$ cat src/rtl/adder_pkg.sv
// Shared types and sizing helpers for the chunked sequential adder.
package adder_pkg;

    typedef enum logic [1:0] {IDLE, RUN, DONE} state_t;

    // Width of the chunk counter; a single-chunk adder still needs one bit.
    function automatic int cnt_w(input int nchunk);
        return (nchunk <= 1) ? 1 : $clog2(nchunk);
    endfunction

endpackage

$ cat src/rtl/chunk_adder.sv
// Combinational CHUNK-bit ripple-carry adder slice with carry-into-MSB tap.
module chunk_adder #(
    parameter int CHUNK = 4
) (
    output logic [CHUNK-1:0] sum,
    output logic             cout,
    output logic             cmsb,
    input  logic [CHUNK-1:0] a,
    input  logic [CHUNK-1:0] b,
    input  logic             cin
);

    logic [CHUNK:0] c;

    assign c[0] = cin;

    for (genvar i = 0; i < CHUNK; i++) begin : g_fa
        assign sum[i]   = a[i] ^ b[i] ^ c[i];
        assign c[i + 1] = (a[i] & b[i]) | (c[i] & (a[i] ^ b[i]));
    end

    assign cout = c[CHUNK];
    assign cmsb = c[CHUNK-1];

endmodule

$ cat src/rtl/seq_chunk_adder.sv
// Multi-cycle adder/subtractor: CHUNK bits per clock through a registered carry,
// valid/ready handshake on both sides, all outputs registered.
module seq_chunk_adder
    import adder_pkg::*;
#(
    parameter int WIDTH = 32,
    parameter int CHUNK = 4
) (
    input  logic             clk,
    input  logic             rst_n,
    input  logic             in_valid,
    output logic             in_ready,
    input  logic [WIDTH-1:0] a,
    input  logic [WIDTH-1:0] b,
    input  logic             cin,
    input  logic             sub,
    output logic             out_valid,
    input  logic             out_ready,
    output logic [WIDTH-1:0] sum,
    output logic             cout,
    output logic             ovf
);

    localparam int NCHUNK = WIDTH / CHUNK;
    localparam int CW     = cnt_w(NCHUNK);

    state_t           state;
    logic [WIDTH-1:0] a_q, b_q, sum_q;
    logic [CW-1:0]    cnt;
    logic             carry, sub_q, cout_q, ovf_q, in_ready_q, out_valid_q;

    logic [CHUNK-1:0] a_k, b_k, s_k;
    logic             c_out, c_msb;

    assign a_k = a_q[int'(cnt)*CHUNK +: CHUNK];
    assign b_k = b_q[int'(cnt)*CHUNK +: CHUNK];

    chunk_adder #(.CHUNK(CHUNK)) u_chunk (
        .sum  (s_k),
        .cout (c_out),
        .cmsb (c_msb),
        .a    (a_k),
        .b    (b_k),
        .cin  (carry)
    );

    always_ff @(posedge clk or negedge rst_n) begin
        if (!rst_n) begin
            state       <= IDLE;
            a_q         <= '0;
            b_q         <= '0;
            sum_q       <= '0;
            cnt         <= '0;
            carry       <= 1'b0;
            sub_q       <= 1'b0;
            cout_q      <= 1'b0;
            ovf_q       <= 1'b0;
            in_ready_q  <= 1'b1;
            out_valid_q <= 1'b0;
        end else begin
            case (state)
                IDLE: if (in_valid) begin
                    // Subtraction is A + ~B + ~borrow, so the datapath only ever adds.
                    a_q        <= a;
                    b_q        <= sub ? ~b : b;
                    carry      <= sub ? ~cin : cin;
                    sub_q      <= sub;
                    cnt        <= '0;
                    in_ready_q <= 1'b0;
                    state      <= RUN;
                end
                RUN: begin
                    sum_q[int'(cnt)*CHUNK +: CHUNK] <= s_k;
                    carry <= c_out;
                    if (cnt == CW'(NCHUNK - 1)) begin
                        cout_q      <= sub_q ? ~c_out : c_out;
                        ovf_q       <= c_msb ^ c_out;
                        out_valid_q <= 1'b1;
                        state       <= DONE;
                    end else begin
                        cnt <= cnt + 1'b1;
                    end
                end
                DONE: if (out_ready) begin
                    out_valid_q <= 1'b0;
                    in_ready_q  <= 1'b1;
                    state       <= IDLE;
                end
                default: state <= IDLE;
            endcase
        end
    end

    assign in_ready  = in_ready_q;
    assign out_valid = out_valid_q;
    assign sum       = sum_q;
    assign cout      = cout_q;
    assign ovf       = ovf_q;

endmodule

$ cat config.mk
export PLATFORM = sky130hd
export DESIGN_NAME = seq_chunk_adder
export DESIGN_NICKNAME = d
export VERILOG_FILES = /design/src/rtl/adder_pkg.sv /design/src/rtl/chunk_adder.sv /design/src/rtl/seq_chunk_adder.sv
export SDC_FILE = /design/constraint.sdc
export NUM_CORES = 1
export LEC_CHECK = 0
export CORE_MARGIN = 5
export CORE_UTILIZATION = 30
export DETAILED_ROUTE_END_ITERATION = 7
export REMOVE_ABC_BUFFERS = 1
export SKIP_CTS_REPAIR_TIMING = 1
export SYNTH_ARGS = -nofsm -noshare
export SYNTH_HDL_FRONTEND = slang
export SYNTH_SLANG_ARGS = --single-unit
$ cat constraint.sdc
create_clock -name clk -period 3.3 [get_ports clk]
set_input_delay 0.66 -clock clk [delete_from_list [all_inputs] [get_ports clk]]
set_output_delay 0.66 -clock clk [all_outputs]
set_load 0.05 [all_outputs]
# After elaboration in Yosys (flattened, before gate mapping)
# Index checks and enable logic that the tools add are counted.
dict set report op_classes {
  bitwise 24
  n_reduce_logical 11
  eq_ne 7
  add_sub_neg 2
  mux 19
  shift 4
}
# operator n
set op_table {}
lappend op_table {{$shiftx A32 B6 Y4} 2}
lappend op_table {{$neg A5 Y33} 1}
lappend op_table {{$shift A4 B33 Y32 const A} 1}
lappend op_table {{$shiftx A4 B33 Y32} 1}
lappend op_table {{$bwmux W32} 1}
lappend op_table {{$mux W32} 1}
lappend op_table {{$not A32 Y32} 1}
lappend op_table {{$reduce_and A3 Y1} 4}
lappend op_table {{$xor A1 B1 Y1} 9}
lappend op_table {{$and A1 B1 Y1} 8}
lappend op_table {{$ne A2 B2 Y1 const B} 4}
lappend op_table {{$mux W1} 7}
lappend op_table {{$mux W2} 3}
lappend op_table {{$mux W3} 2}
lappend op_table {{$pmux W1 S2} 3}
lappend op_table {{$pmux W2 S3} 1}
lappend op_table {{$pmux W3 S2} 1}
lappend op_table {{$reduce_and A2 Y1} 3}
lappend op_table {{$reduce_bool A2 Y1} 3}
lappend op_table {{$or A1 B1 Y1} 4}
lappend op_table {{$add A3 B1 Y3 const B} 1}
lappend op_table {{$eq A3 B3 Y1 const B} 1}
lappend op_table {{$eq A2 B1 Y1 const B} 1}
lappend op_table {{$eq A2 B2 Y1 const B} 1}
lappend op_table {{2 further kinds} 3}
dict set report word_totals {
  output_inout_bits 36
  input_bits 70
  word_cells 78
  reg_bits 107
}

# Depth between registers and ports, before layout
dict set report depth {
  depth_word 12
  depth_mapped 12
}

# Cells and area by module
# From an unflattened synthesis, not the netlist that was laid out.
dict set report unflattened {
  cells_unflattened 418
  hier_area_um2 5144.9
}
# module cells_per_inst seq_area_each_um2 area_per_inst_um2 n_inst
set modules_own_cells {}
lappend modules_own_cells {seq_chunk_adder 406 2678.8 5034.8 1}
lappend modules_own_cells {chunk_adder 12 0.0 110.1 1}

# Worst setup path before layout
# Ideal clock, no wire load.
dict set report synth_path {
  path_type {register to register}
  from {reg cnt[1]}
  to {reg sum_q[11] (netlist: sum[11])}
  arrival_time_ps 3125
  slack_ps 108
  path_stages_with_launch 13
  path_buffers 2
  setup_ps 67
  period_less_slack_ps 3192
  path_cell_list {dfrtp_1 -> buf_6 -> buf_12 -> mux4_2 -> mux2i_1 -> fa_1 -> fa_1 -> inv_1 -> fa_1 -> fa_1 -> inv_1 -> nor3_1 -> mux2_2}
}
dict set report synth_between {
  elab_chain_cells 11
}
# item line_no
set synth_rtl {}
lappend synth_rtl {{from (decl)} seq_chunk_adder.sv:29} ;# logic [CW-1:0] cnt;
lappend synth_rtl {{from (signal assigned)} seq_chunk_adder.sv:81} ;# cnt <= cnt + 1'b1;
lappend synth_rtl {{$shiftx A32 B6 Y4 (on tied branches)} {seq_chunk_adder.sv:35, seq_chunk_adder.sv:36}}
lappend synth_rtl {{$xor A1 B1 Y1} {chunk_adder.sv:18, chunk_adder.sv:19}}
lappend synth_rtl {{$and A1 B1 Y1} chunk_adder.sv:19} ;# assign c[i + 1] = (a[i] & b[i]) | (c[i] & (a[i] ^ b[i]));
lappend synth_rtl {{$or A1 B1 Y1} chunk_adder.sv:19}
lappend synth_rtl {{$and A1 B1 Y1} chunk_adder.sv:19}
lappend synth_rtl {{$or A1 B1 Y1} chunk_adder.sv:19}
lappend synth_rtl {{$and A1 B1 Y1} chunk_adder.sv:19}
lappend synth_rtl {{$or A1 B1 Y1} chunk_adder.sv:19}
lappend synth_rtl {{$xor A1 B1 Y1} chunk_adder.sv:18} ;# assign sum[i] = a[i] ^ b[i] ^ c[i];
lappend synth_rtl {{$shiftx A4 B33 Y32} seq_chunk_adder.sv:73} ;# sum_q[int'(cnt)*CHUNK +: CHUNK] <= s_k;
lappend synth_rtl {{$bwmux W32 (*)} seq_chunk_adder.sv:73}
lappend synth_rtl {{to (signal, indexed assignment)} seq_chunk_adder.sv:73}
lappend synth_rtl {{to (decl)} seq_chunk_adder.sv:28} ;# logic [WIDTH-1:0] a_q, b_q, sum_q;
# Mark *: on every way between the ends. The rest lies on a longest branch, timed or not.
# A chain may end at the register's enable or synchronous reset.

# Worst setup path after layout
dict set report layout_path {
  from {reg cnt[1]}
  to {reg sum_q[23] (netlist: sum[23])}
}
# The elaborated chain is that of the path after synthesis.

==> impl_results.md <==
* # H-tree levels at 3
* Syn Inst Count at around 410
* Final WS setup at between 0.15 and 0.2 ns
* Chip Width at roughly 140 um
* Min Clock Period, post-route at 3.13 ns
* Post-DRT Antenna Nets at 0
* Antenna violations before repair at 0
* Max-Slew Margin vs Limit at between 50% and 60%
* Yosys cell types at 39
* R2r endpoint: sum[23]
* CP max FO at 4
* PortBufs at 105
* Slowest stage cell, crit path: mux4_2
* Final HPWL DP at approximately 8.8 mm
* TritonCTS clock tree: done
* Reg clk slew, reported paths at roughly 0.07 ns
* Crit path launch type: flop
* HP Class: input pin to asynchronous set/reset pin
* Fraction of registers with async set/reset at 100%
* Final Core Density at roughly two fifths
* Sw power at approximately 3 mW
* Critical setup path kind: flop to flop
* Fmax at ~320 MHz
* Length of the first detailed-routing pass in iterations at 7
* Reg-to-reg slack, setup at 0.17 ns
* Die Height at around 140 um
* Crit-path max cell delay at 0.51 ns
* Post-Layout Cell Count at between 700 and 800
* DRT iter0 DRCs at ~180
* Adder-cell share of the synthesized area at under 10%
* Worst reg2reg startpoint: cnt[1]
* Max Clock Skew at between 0.008 and 0.009 ns
* Hold violation count in the final report at 0
* Min Hold Slack at 0.335 ns
* Row cnt at 48
* Compound-Gate Fraction of Synth Area at approximately 5%
* Post-synth top cells: dfrtp_1 (106), mux2_2 (61), nor2_1 (42)
* Maximum Capacitance Violations at 0
* Worst R2R Path Depth at 11
* Synthesized cell area at ~5200 um2
* Routability cong. at 0.767
* Worst skew pair latency at 0.34 ns
* Pwr/cell area at 1100 nW/um2
* Mux contribution to synthesized area at between 20% and 30%
* Final TNS setup at 0 ns
* Clk pwr share at roughly 15%
* Clock Sinks at 107
* #FFs+latches synth at approximately 110
* Syn avg cell area at approximately 13 um2
* Main synth FF type: dfrtp_1
* Die ar. at 20,100 um2
* Avg WL per Cell at 15.7 um
* Post-synth EDFFs at 0
* Sw Share at around two fifths
* Critical path cell sequence: buf_4 > mux4_2 > mux2i_2 > fa_2 > fa_1 > inv_1 > fa_2 > fa_1 > inv_1 > nor2_1 > mux2_2
* Max-slew violation count at 0
* Drt total wl at 11.6 mm
* Setup WS pre-CTS at -0.0645 ns
* Vias at about 3,400
* DRC viols at 0
* Register area at 2680 um2
* Max IR drop VDD at 0.534 mV
* First-pass GRT wire length at between 15 and 20 mm
* Critical Path End Type: flop
* Register share of total power at a little under a third
* Global route overflow at 0
* Worst slew pin tran at around 0.65 ns
* Area occupied by multi-input gates at 2320 um2
* CTS buffer count at 9
* Largest family of logic cells by synthesized area: multiplexers
* Initial core utilization at a little under a third
* Simple-Gate Fraction of Synth Area at about 8.6%
* Ant diodes at 0
* Clk buf depth at 2
* Vias in the first global route at 3,705
* Post-synth top area share at 50.8%
* I/O pin cnt at between 100 and 150
* Synth area leader: dfrtp_1
* Top-count cell post-synth: dfrtp_1
* Critical Path RT at between 3 and 4 ns
* Comb power frac at 54.3%
* Internal cell power at ~4.4 mW
* RSZ-0062 raised after global routing: no
* XOR/XNOR share of the synthesized area at under 10%
* CTS Root Cell: clkbuf_16
* Dpl cells at just over 700
* Critical Path AT at 3.37 ns
* Final Cycle Share at about 95%
* Layout cells sized above 1 at 22.3%
* Top area cells in the synthesized netlist: dfrtp_1 (51%), mux2_2 (13%), xnor2_1 (5.7%)
* P&R area growth vs syn at 30.1%
* GRT Overall Usage at between 10% and 20%
* FILL cells at between 1,500 and 2,000
* Final setup viols at 0
* Avg Vias per Cell at 4.59
* Largest net degree at the start of global routing at 99
* Sequential share of the synthesized area at between 50% and 60%
* Status: complete, no violations
* Final nets at 588
* Leakage at roughly 2.8 nW
* Core box area at about 17,000 um2
* Ys Warns at 0
## through the flow
step	area (um2)	power (mW)
final	6790	7.47
after detailed placement	6460	6.36
after floorplan	5020	5.02
after global routing	6790	8.01
after CTS	6770	7.51
after global placement	6460	6.25
## worst max-delay path: cells and delay by family (launching register included)
family | cells | cell delay [ns]
flops | 1 | 0.41
simple gates | 1 | 0.07
fa+ha+maj | 4 | 1.26
buf+inv | 3 | 0.30
mux | 3 | 0.98
## cell families after synthesis
family          count (synthesis)
buf+inv                        39
fa+ha+maj                       8
compound gates                 49
simple gates                   86
flops                         107
mux                            85
xor+xnor                       35
## flip-flops by register name (all words and copies together) (netlist names)
register and flops:
in_ready 1, ovf 1, carry 1, cout 1, state 2, b_q 32, sub_q 1, sum 32
out_valid 1, a_q 32, cnt 3
## power by group through the flow
| stage | Sequential (mW) | Combinational, mW | Clock [mW] |
|---|---|---|---|
| after detailed placement | 2.32 | 4.04 | 0 |
| final | 2.28 | 4.06 | 1.13 |
| after global routing | 2.37 | 4.42 | 1.22 |
| after floorplan | 2.87 | 2.15 | 0 |
| after global placement | 2.30 | 3.95 | 0 |
| after CTS | 2.29 | 4.05 | 1.17 |
## layout by cell type (no fill, tap or decap), types with 6 or more instances in the layout
cell type,n
nor2_1,42
mux2_2,61
buf_4,9
mux4_1,6
mux4_2,10
xnor2_1,34
nand2_1,18
a21oi_1,38
dfrtp_1,105
mux2i_1,7
inv_1,12
clkdlybuf4s50_1,103
clkbuf_16,9
o21ai_0,6
## metal layers
| metal | track usage [%] | share of wire, % | up-vias |
|---|---|---|---|
| li1 | - | - | 1626 |
| met3 | 2.73 | 5.2 | 10 |
| met4 | 3.79 | 1.2 | 0 |
| met1 | 16.2 | 45 | 1665 |
| met5 | 0 | 0 | - |
| met2 | 19.9 | 49 | 99 |
## cell type report
cell class / instances / area share, %
clock inverters: 5 / 1.14
inverters: 13 / 0.718
repair buffers: 116 / 17.0
flip-flops and latches: 107 / 39.5
clock buffers: 11 / 3.43
multi-input cells: 263 / 34.1
well taps: 225 / 4.15
## how the worst max path moves through the flow
stage	cells past startpoint	slack [ns]	end	from
global route	11	0.005	sum[27]	cnt[1]
floorplan	2	-4.03	a_q[0]	in_valid
CTS	10	-0.09	sum[27]	cnt[1]
finish	11	0.17	sum[23]	cnt[1]
global placement	10	0.03	sum[19]	cnt[1]
detailed placement	10	-0.06	sum[27]	cnt[1]
Power figures use the tool's default switching activity.
